**config.mk**
```make
export PLATFORM = sky130hd
export DESIGN_NAME = bnn_stream_unit
export DESIGN_NICKNAME = d
export VERILOG_FILES = /design/src/rtl/bnn_pkg.sv /design/src/rtl/bnn_word_popcnt.sv /design/src/rtl/bnn_stream_unit.sv
export SDC_FILE = /design/constraint.sdc
export NUM_CORES = 1
export LEC_CHECK = 0
export CELL_PAD_IN_SITES_DETAIL_PLACEMENT = 0
export CELL_PAD_IN_SITES_GLOBAL_PLACEMENT = 1
export CORE_MARGIN = 4
export CORE_UTILIZATION = 28
export CTS_CLUSTER_DIAMETER = 50
export DETAILED_ROUTE_END_ITERATION = 8
export PLACE_DENSITY_LB_ADDON = 0.1
export SETUP_SLACK_MARGIN = 0.1
export SLEW_MARGIN = 10
export SYNTH_ARGS = -nofsm -noshare
export SYNTH_HDL_FRONTEND = slang
export SYNTH_SLANG_ARGS = --single-unit
```
**constraint.sdc**
```tcl
create_clock -name clk -period 8.1 [get_ports clk]
set_clock_uncertainty 0.1 [all_clocks]
set_input_delay 1.215 -clock clk [delete_from_list [all_inputs] [get_ports clk]]
set_output_delay 1.215 -clock clk [all_outputs]
set_load 0.1 [all_outputs]
```
**src/rtl/bnn_pkg.sv**
```systemverilog
// Shared types and constants for the streaming XNOR-popcount unit.
package bnn_pkg;

    typedef enum logic [1:0] {IDLE, ACCUM, DRAIN, RESULT} bnn_state_e;

    localparam logic [1:0] BNN_MODE_POP = 2'd0;
    localparam logic [1:0] BNN_MODE_BIP = 2'd1;
    localparam logic [1:0] BNN_MODE_THR = 2'd2;

    function automatic logic [3:0] byte_popcnt(input logic [7:0] b);
        logic [3:0] c;
        c = '0;
        for (int i = 0; i < 8; i++) begin
            c = c + 4'(b[i]);
        end
        return c;
    endfunction

endpackage

```
**src/rtl/bnn_word_popcnt.sv**
```systemverilog
// Masked XNOR of one activation/weight word pair, reduced to per-byte popcounts.
module bnn_word_popcnt
    import bnn_pkg::*;
#(
    parameter int unsigned WORD_W = 32
) (
    input  logic [WORD_W-1:0]             act,
    input  logic [WORD_W-1:0]             wgt,
    // Number of low-order bits that take part (1..WORD_W).
    input  logic [$clog2(WORD_W+1)-1:0]   nbits,
    output logic [WORD_W/8-1:0][3:0]      byte_cnt
);

    logic [WORD_W-1:0] mask;
    logic [WORD_W-1:0] match;

    always_comb begin
        mask = '0;
        for (int i = 0; i < WORD_W; i++) begin
            mask[i] = (32'(i) < 32'(nbits));
        end
    end

    assign match = ~(act ^ wgt) & mask;

    always_comb begin
        byte_cnt = '0;
        for (int b = 0; b < WORD_W / 8; b++) begin
            byte_cnt[b] = byte_popcnt(match[b*8 +: 8]);
        end
    end

endmodule

```
**src/rtl/bnn_stream_unit.sv**
```systemverilog
// Streaming XNOR-popcount over multi-word binary vectors with popcount,
// bipolar and threshold result modes behind a valid/ready command handshake.
module bnn_stream_unit
    import bnn_pkg::*;
#(
    parameter int unsigned WORD_W    = 32,
    parameter int unsigned MAX_WORDS = 16,
    parameter int unsigned LEN_W     = $clog2(WORD_W * MAX_WORDS + 1)
) (
    input  logic              clk,
    input  logic              reset,
    input  logic              flush,
    input  logic              cfg_we,
    input  logic [LEN_W-1:0]  cfg_len,
    input  logic [1:0]        cfg_mode,
    input  logic [31:0]       cfg_thresh,
    input  logic              in_valid,
    output logic              in_ready,
    input  logic [WORD_W-1:0] in_act,
    input  logic [WORD_W-1:0] in_wgt,
    output logic              out_valid,
    input  logic              out_ready,
    output logic [31:0]       out_result,
    output logic              busy
);

    localparam int unsigned NB      = WORD_W / 8;
    localparam int unsigned CNT_W   = $clog2(WORD_W + 1);
    localparam int unsigned MAX_LEN = WORD_W * MAX_WORDS;

    bnn_state_e state_q, state_d;

    logic [LEN_W-1:0]      len_q;
    logic [1:0]            mode_q;
    logic [1:0]            mode_lat_q;
    logic [31:0]           thresh_q;
    logic [LEN_W-1:0]      acc_q;
    logic [LEN_W-1:0]      wcnt_q;
    logic                  s1_valid_q;
    logic                  s2_valid_q;
    logic [NB-1:0][3:0]    s1_cnt_q;
    logic [CNT_W-1:0]      s2_sum_q;
    logic [31:0]           out_result_q;

    logic [LEN_W-1:0]      nwords;
    logic [LEN_W-1:0]      rem;
    logic                  last_word;
    logic [CNT_W-1:0]      nbits;
    logic [NB-1:0][3:0]    byte_cnt;
    logic [CNT_W-1:0]      word_sum;
    logic                  accept;
    logic                  len_ok;
    logic signed [31:0]    d;
    logic [31:0]           result;

    assign nwords    = LEN_W'((32'(len_q) + WORD_W - 1) / WORD_W);
    assign rem       = LEN_W'(32'(len_q) % WORD_W);
    assign last_word = (wcnt_q == nwords - LEN_W'(1));
    assign nbits     = (last_word && rem != '0) ? CNT_W'(rem) : CNT_W'(WORD_W);

    assign in_ready  = (state_q == IDLE) || (state_q == ACCUM);
    assign accept    = in_valid && in_ready && !flush;
    assign len_ok    = (cfg_len != '0) && (32'(cfg_len) <= MAX_LEN);

    assign out_valid  = (state_q == RESULT);
    assign out_result = out_result_q;
    assign busy       = (state_q != IDLE);

    bnn_word_popcnt #(
        .WORD_W (WORD_W)
    ) u_word_popcnt (
        .act      (in_act),
        .wgt      (in_wgt),
        .nbits    (nbits),
        .byte_cnt (byte_cnt)
    );

    always_comb begin
        word_sum = '0;
        for (int b = 0; b < NB; b++) begin
            word_sum = word_sum + CNT_W'(s1_cnt_q[b]);
        end
    end

    always_comb begin
        d = (32'(acc_q) << 1) - 32'(len_q);
        case (mode_lat_q)
            BNN_MODE_BIP: result = d;
            BNN_MODE_THR: result = {31'b0, (d >= $signed(thresh_q))};
            default:      result = 32'(acc_q);
        endcase
    end

    always_ff @(posedge clk or posedge reset) begin
        if (reset) begin
            state_q <= IDLE;
        end else begin
            state_q <= state_d;
        end
    end

    always_comb begin
        state_d = state_q;
        unique case (state_q)
            IDLE: begin
                if (accept) state_d = last_word ? DRAIN : ACCUM;
            end
            ACCUM: begin
                if (accept && last_word) state_d = DRAIN;
            end
            DRAIN: begin
                if (!s1_valid_q && !s2_valid_q) state_d = RESULT;
            end
            RESULT: begin
                if (out_ready) state_d = IDLE;
            end
            default: state_d = IDLE;
        endcase
        if (flush) state_d = IDLE;
    end

    always_ff @(posedge clk or posedge reset) begin
        if (reset) begin
            len_q        <= LEN_W'(WORD_W);
            mode_q       <= BNN_MODE_POP;
            thresh_q     <= '0;
            mode_lat_q   <= BNN_MODE_POP;
            acc_q        <= '0;
            wcnt_q       <= '0;
            s1_valid_q   <= 1'b0;
            s2_valid_q   <= 1'b0;
            s1_cnt_q     <= '0;
            s2_sum_q     <= '0;
            out_result_q <= '0;
        end else begin
            if (cfg_we && state_q == IDLE) begin
                if (len_ok) len_q <= cfg_len;
                mode_q   <= cfg_mode;
                thresh_q <= cfg_thresh;
            end
            if (flush) begin
                s1_valid_q <= 1'b0;
                s2_valid_q <= 1'b0;
                acc_q      <= '0;
                wcnt_q     <= '0;
            end else begin
                s1_valid_q <= accept;
                if (accept) begin
                    s1_cnt_q <= byte_cnt;
                    wcnt_q   <= wcnt_q + LEN_W'(1);
                    if (state_q == IDLE) mode_lat_q <= mode_q;
                end
                s2_valid_q <= s1_valid_q;
                if (s1_valid_q) s2_sum_q <= word_sum;
                if (s2_valid_q) acc_q <= acc_q + LEN_W'(s2_sum_q);
                if (state_q == DRAIN && state_d == RESULT) out_result_q <= result;
                // Pipeline is already empty in RESULT, so this clear never drops a word.
                if (state_q == RESULT && out_ready) begin
                    acc_q  <= '0;
                    wcnt_q <= '0;
                end
            end
        end
    end

endmodule

```
Word level (Yosys, flattened, before mapping)
Index checks and enable logic that the tools add are counted.
{"block": "totals", "output_inout_bits": 35, "word_cells": 138, "reg_bits": 124, "input_bits": 114}
{"block": "classes", "add_sub_neg": 37, "order_cmp": 34, "bitwise_logic": 4, "eq_ne": 7, "muxes": 17, "reduce_logical": 24}
{"op": "4-bit by 1-bit adder with 4-bit output", "n": 24}
{"op": "5-bit by 6-bit < comparator with 1-bit output (first input constant)", "n": 16}
{"op": "32-bit one-hot mux with 2 select lines", "n": 1}
{"op": "10-bit two-way mux", "n": 6}
{"op": "4-bit by 6-bit < comparator with 1-bit output (first input constant)", "n": 8}
{"op": "32-bit bitwise AND", "n": 1}
{"op": "12-bit by 32-bit >= comparator with 1-bit output", "n": 1}
{"op": "32-bit inverter", "n": 1}
{"op": "32-bit XOR", "n": 1}
{"op": "3-bit by 6-bit < comparator with 1-bit output (first input constant)", "n": 4}
{"op": "10-bit nonzero test", "n": 2}
{"op": "1-bit by 6-bit < comparator with 1-bit output (first input constant)", "n": 2}
{"op": "2-bit by 6-bit < comparator with 1-bit output (first input constant)", "n": 2}
{"op": "2-bit two-way mux", "n": 6}
{"op": "11-bit by 1-bit subtractor with 12-bit output (second input constant)", "n": 1}
{"op": "11-bit by 10-bit subtractor with 12-bit output", "n": 1}
{"op": "10-bit by 6-bit adder with 11-bit output (second input constant)", "n": 1}
{"op": "10-bit by 1-bit adder with 10-bit output (second input constant)", "n": 1}
{"op": "10-bit by 6-bit adder with 10-bit output", "n": 1}
{"op": "10-bit equality test", "n": 1}
{"op": "10-bit <= comparator (second input constant)", "n": 1}
{"op": "1-bit logical AND", "n": 9}
{"op": "1-bit by 1-bit adder with 2-bit output", "n": 4}
{"op": "2-bit equality test (second input constant)", "n": 4}
{"op": "other kinds (16)", "n": 24}

Logic depth before layout (Yosys ltp)
{"block": "depth", "depth_word": 15, "ltp_mapped": 22}

Cells and area by module
Synthesis repeated with hierarchy kept, for this count alone.
{"block": "hier_totals", "hier_cells": 882, "area_unflattened_um2": 7716.2}
{"module": "bnn_stream_unit", "seq_area_each_um2": 2603.7, "instances": 1, "cells_each": 706, "area_each_um2": 6401.1}
{"module": "bnn_word_popcnt", "seq_area_each_um2": 0.0, "instances": 1, "cells_each": 176, "area_each_um2": 1315.0}

Worst setup path after synthesis
Ideal clock, no wire load.
{"block": "synth_path", "path_type": "reg-to-reg", "from": "register len_q[1]", "to": "register s1_cnt_q[14] in the netlist's numbering", "path_stages_with_launch": 22, "path_slack_ns": 2.454, "t_required_ns": 7.917, "synth_period_minus_slack_ns": 5.646, "setup_time_ns": 0.083, "arrival_ns": 5.463, "path_cell_list": "dfrtp_1 or4_1 buf_2 o21ai_1 nand2_1 ha_1 or3_1 mux2i_1 xnor2_1 nand4_2 nor3_4 a21oi_1 ha_1 inv_1 fa_1 inv_1 fa_1 inv_1 fa_1 fa_1 xor2_1 o21ai_0"}
{"block": "synth_via", "elab_chain_cells": 15}
{"element": "start: declaration", "line_no": "bnn_stream_unit.sv:33", "rtl": "logic [LEN_W-1:0] len_q;"}
{"element": "start signal: assignment", "line_no": "bnn_stream_unit.sv:124", "rtl": "len_q <= LEN_W'(WORD_W);"}
{"element": "start signal: assignment", "line_no": "bnn_stream_unit.sv:137", "rtl": "if (len_ok) len_q <= cfg_len;"}
{"element": "10-bit by 6-bit adder with 11-bit output", "line_no": "bnn_stream_unit.sv:56", "rtl": "assign nwords = LEN_W'((32'(len_q) + WORD_W - 1) / WORD_W);"}
{"element": "11-bit by 1-bit subtractor with 12-bit output", "line_no": "bnn_stream_unit.sv:56"}
{"element": "7-bit by 2-bit subtractor with 8-bit output", "line_no": "bnn_stream_unit.sv:58", "rtl": "assign last_word = (wcnt_q == nwords - LEN_W'(1));"}
{"element": "10-bit equality test", "line_no": "bnn_stream_unit.sv:58"}
{"element": "1-bit logical AND", "line_no": "bnn_stream_unit.sv:59", "rtl": "assign nbits = (last_word && rem != '0) ? CNT_W'(rem) : CNT_W'(WORD_W);"}
{"element": "6-bit two-way mux (*)", "line_no": "bnn_stream_unit.sv:59"}
{"element": "5-bit by 6-bit < comparator with 1-bit output", "line_no": "bnn_word_popcnt.sv:20", "rtl": "mask[i] = (32'(i) < 32'(nbits));"}
{"element": "32-bit bitwise AND (*)", "line_no": "bnn_word_popcnt.sv:24", "rtl": "assign match = ~(act ^ wgt) & mask;"}
{"element": "1-bit by 1-bit adder with 2-bit output", "line_no": "bnn_pkg.sv:14", "rtl": "c = c + 4'(b[i]);"}
{"element": "4-bit by 1-bit adder with 4-bit output (5 in a row)", "line_no": "bnn_pkg.sv:14"}
{"element": "4-bit by 1-bit adder with 4-bit output (*)", "line_no": "bnn_pkg.sv:14"}
{"element": "end signal: assignment", "line_no": "bnn_stream_unit.sv:149", "rtl": "s1_cnt_q <= byte_cnt;"}
{"element": "end: declaration", "line_no": "bnn_stream_unit.sv:41", "rtl": "logic [NB-1:0][3:0] s1_cnt_q;"}
Every way passes the cells marked *; elsewhere a longest branch is shown, timed or not.
A chain may end at the register's enable or synchronous reset.

Worst setup path after layout
{"block": "layout_path", "from": "register len_q[2]", "to": "register s1_cnt_q[14] in the netlist's numbering"}
The elaborated chain is that of the path after synthesis.

==> results.py <==
metrics = {
    "run_status": {
        "status": "finished, final reports clean",
    },
    "sta": {
        "tightestPinTransition_ps": 1050,
        "maxSlewHeadroom": 0.298,
        "fin_crit_sh": 0.779,
        "grt_setup_unrepaired": "no",
        "fin_ws_ps": 1790,
        "finalMaxSlewViolations": 0,
        "setup_viol": 0,
        "fmax_ghz": 0.158,
        "setup_tns_ps": 0,
        "finalCriticalPeriod_ps": 6310,
        "hold_viol_final": 0,
        "hold_ws_ps": 378,
    },
    "synth": {
        "ys_seq_area_frac": 0.344,
        "ys_ff_latch": 104,
        "synthCells": 830,
        "synth_edf_count": 0,
        "syn_avg_cell_area_um2": 9.12,
        "yosysUniqueCellTypes": 66,
        "synthTopCellsByArea": "dfrtp_1 (34%), ha_1 (11%), fa_1 (6.9%)",
        "synthesis.area_mm2": 0.00757,
        "syn_nets": 1038,
        "async_reset_ff_frac": 1.00,
        "yosysWarnings": 0,
        "yosysTopAreaCellShare": 0.340,
        "post-synth-top-count-cell": "dfrtp_1",
        "netlist_top_cells_count": "dfrtp_1 (103), nand2_1 (100), o21ai_0 (98), inv_1 (78), ha_1 (68)",
        "synth_ff_type": "dfrtp_1",
        "yosysTopAreaCell": "dfrtp_1",
    },
    "critical_path": {
        "cp.required_ps": 8280,
        "rrSetupSlack_ps": 1790,
        "end_kind": "flop",
        "start_kind": "flop",
        "crit_slowest_cell": "or4_1",
        "arrival_ps": 6490,
        "critical-path-max-stage-delay_ps": 720,
        "critPathMaxFanout": 13,
        "crit_type": "reg2reg",
        "path_cells": "or4_1 > o21ai_1 > nand2_1 > ha_1 > or3_1 > mux2i_1 > xnor2_1 > nand4_2 > nor3_4 > a21oi_1 > ha_1 > inv_1 > fa_1 > inv_1 > fa_1 > inv_1 > fa_1 > fa_1 > xor2_1 > o21ai_0",
        "crit_top_cell": "fa_1",
    },
    "cells_and_area": {
        "nNetsFinal": 1156,
        "regArea_mm2": 0.00260,
        "num-fill-cells": 2719,
        "fin_area_mm2": 0.00959,
        "fin_util": 0.364,
        "drive_above_1_share": 0.0493,
        "area_growth_pct": 26.7,
        "antenna_cells": 0,
        "multi_input_area_mm2": 0.00444,
        "instances_no_fill": 1288,
    },
    "route": {
        "vias": 6007,
        "firstDrtPassIters": 4,
        "wire_per_inst_um": 16.1,
        "route.detailed.drc": 0,
        "drt_iter0_markers": 320,
        "wl_met1_um": 9920,
        "dr_wl_met3_um": 1090,
        "via_per_inst": 4.66,
        "route.antenna.remaining_nets": 0,
        "highest_layer": "met4",
        "drt_wl_total_um": 20700,
        "met2_length_um": 9430,
    },
    "clock_network": {
        "clkTransAtPathRegs_ps": 80,
        "root_buffer": "clkbuf_16",
        "ctsResizeCount": 0,
        "tritoncts": "yes",
        "cts_max_level": 3,
        "cts_buffers": 9,
        "clockBufferDepth": 2,
        "clock-sinks": 104,
        "post_cts_buffers": 0,
        "clk_latency_ps": 350,
        "cts_hold_buf": 0,
    },
    "worst_hold_path": {
        "timing.hold.worst.class": "reg2reg",
    },
    "place": {
        "portBuffers": 148,
        "dp_slack_ps": 1820,
        "dp.cells": 1272,
        "finalWeightedCongestion": 0.838,
        "placedInstanceArea_mm2": 0.00928,
        "hpwl_um": 16700,
    },
    "die": {
        "die_w_um": 172,
        "io_pins": 149,
        "start_util": 0.287,
        "die_y_um": 172,
        "die_area_mm2": 0.0297,
        "num_rows": 59,
        "coreArea_mm2": 0.0264,
    },
    "power": {
        "peakVddDrop_mv": 0.122,
        "p_leak_nw": 4.21,
        "total_power_mw": 3.93,
        "power-per-cell-area_mw_per_mm2": 409,
    },
    "global_route": {
        "grt_pass1_wl_um": 33300,
        "gr-total-overflow": 0,
        "grt_pass1_vias": 6244,
        "grt_max_degree": 68,
        "grt_antenna_before_repair": 0,
        "grt.total_usage": 0.143,
    },
    "run": {
        "drv_cap": 0,
    },
}
[placed cells by master, fill, tap and decap left out, types with 3 or more instances in the layout]
master,n
clkdlybuf4s50_1,148
nand3_1,15
inv_1,77
mux2_2,5
or3_1,3
xor2_1,39
fa_1,26
ha_1,68
a21oi_1,37
and3_1,4
a21o_1,12
nand2_1,100
dfrtp_1,103
nor4_1,7
o31a_1,3
xnor2_1,33
o21a_1,7
buf_4,4
nor2_1,49
and2_1,3
clkbuf_16,9
mux2i_1,7
nand2b_1,4
nand4_1,5
a22oi_1,6
a31oi_1,9
o21ai_0,98
nor3_1,5
a211oi_1,3
nor2b_1,10
[critical path, delay by kind of cell (launching register included)]
kind	cells	cell delay (ps)
muxes	1	160
xor gates and xnor gates	2	350
and+or+nand+nor	5	1860
DFF	1	520
buffers and inverters	3	170
AOI/OAI and AO/OA	3	590
adders and majority gates	6	2480
[path summary, 6_finish.rpt]
check / startpoint / to / cells past startpoint
setup / recovery: len_q[2] / s1_cnt_q[14] / 20
hold / removal: out_result[4] / out_result[4] / 2
setup reg to reg: len_q[2] / s1_cnt_q[14] / 20
hold reg to reg: out_result[4] / out_result[4] / 2
max in group asynchronous: reset / s2_sum_q[4] / 3
min in group asynchronous: reset / thresh_q[14] / 2
[flip-flops by register name, summed over array words and instances, names as in the netlist]
signal and flops:
s2_sum_q 6, s2_valid_q 1, out_result 12, state_q 2
s1_cnt_q 16, wcnt_q 10, len_q 10, thresh_q 32
acc_q 10, mode_q 2, mode_lat_q 2, s1_valid_q 1
[report_power, final]
| part | total, mW | switching [mW] | internal [mW] | leakage (nW) |
|---|---|---|---|---|
| combinational | 2.59 | 1.61 | 0.988 | 2.72 |
| clock | 0.465 | 0.217 | 0.247 | 0.155 |
| sequential | 0.868 | 0.154 | 0.714 | 1.33 |
[area by class of cell]
| type | instances | share of cell area |
|---|---|---|
| clock buffers | 9 | 0.0235 |
| flip-flops and latches | 104 | 0.272 |
| well taps | 335 | 0.0437 |
| repair buffers | 152 | 0.158 |
| multi-input cells | 601 | 0.463 |
| inverters | 80 | 0.0316 |
| clock inverters | 7 | 0.00926 |
[cell families after synthesis]
kind of cell | synth area share
adders and majority gates | 0.181
and+or+nand+nor | 0.138
DFF | 0.344
buffers and inverters | 0.0721
AOI/OAI and AO/OA | 0.162
xor gates and xnor gates | 0.0833
muxes | 0.0197
[per-layer routing]
metal / track usage / up-vias
met2: 0.234 / 151
met5: 0 / -
met4: 0.0376 / 0
li1: - / 3040
met3: 0.0254 / 12
met1: 0.196 / 2804
Power figures use the tool's default switching activity.
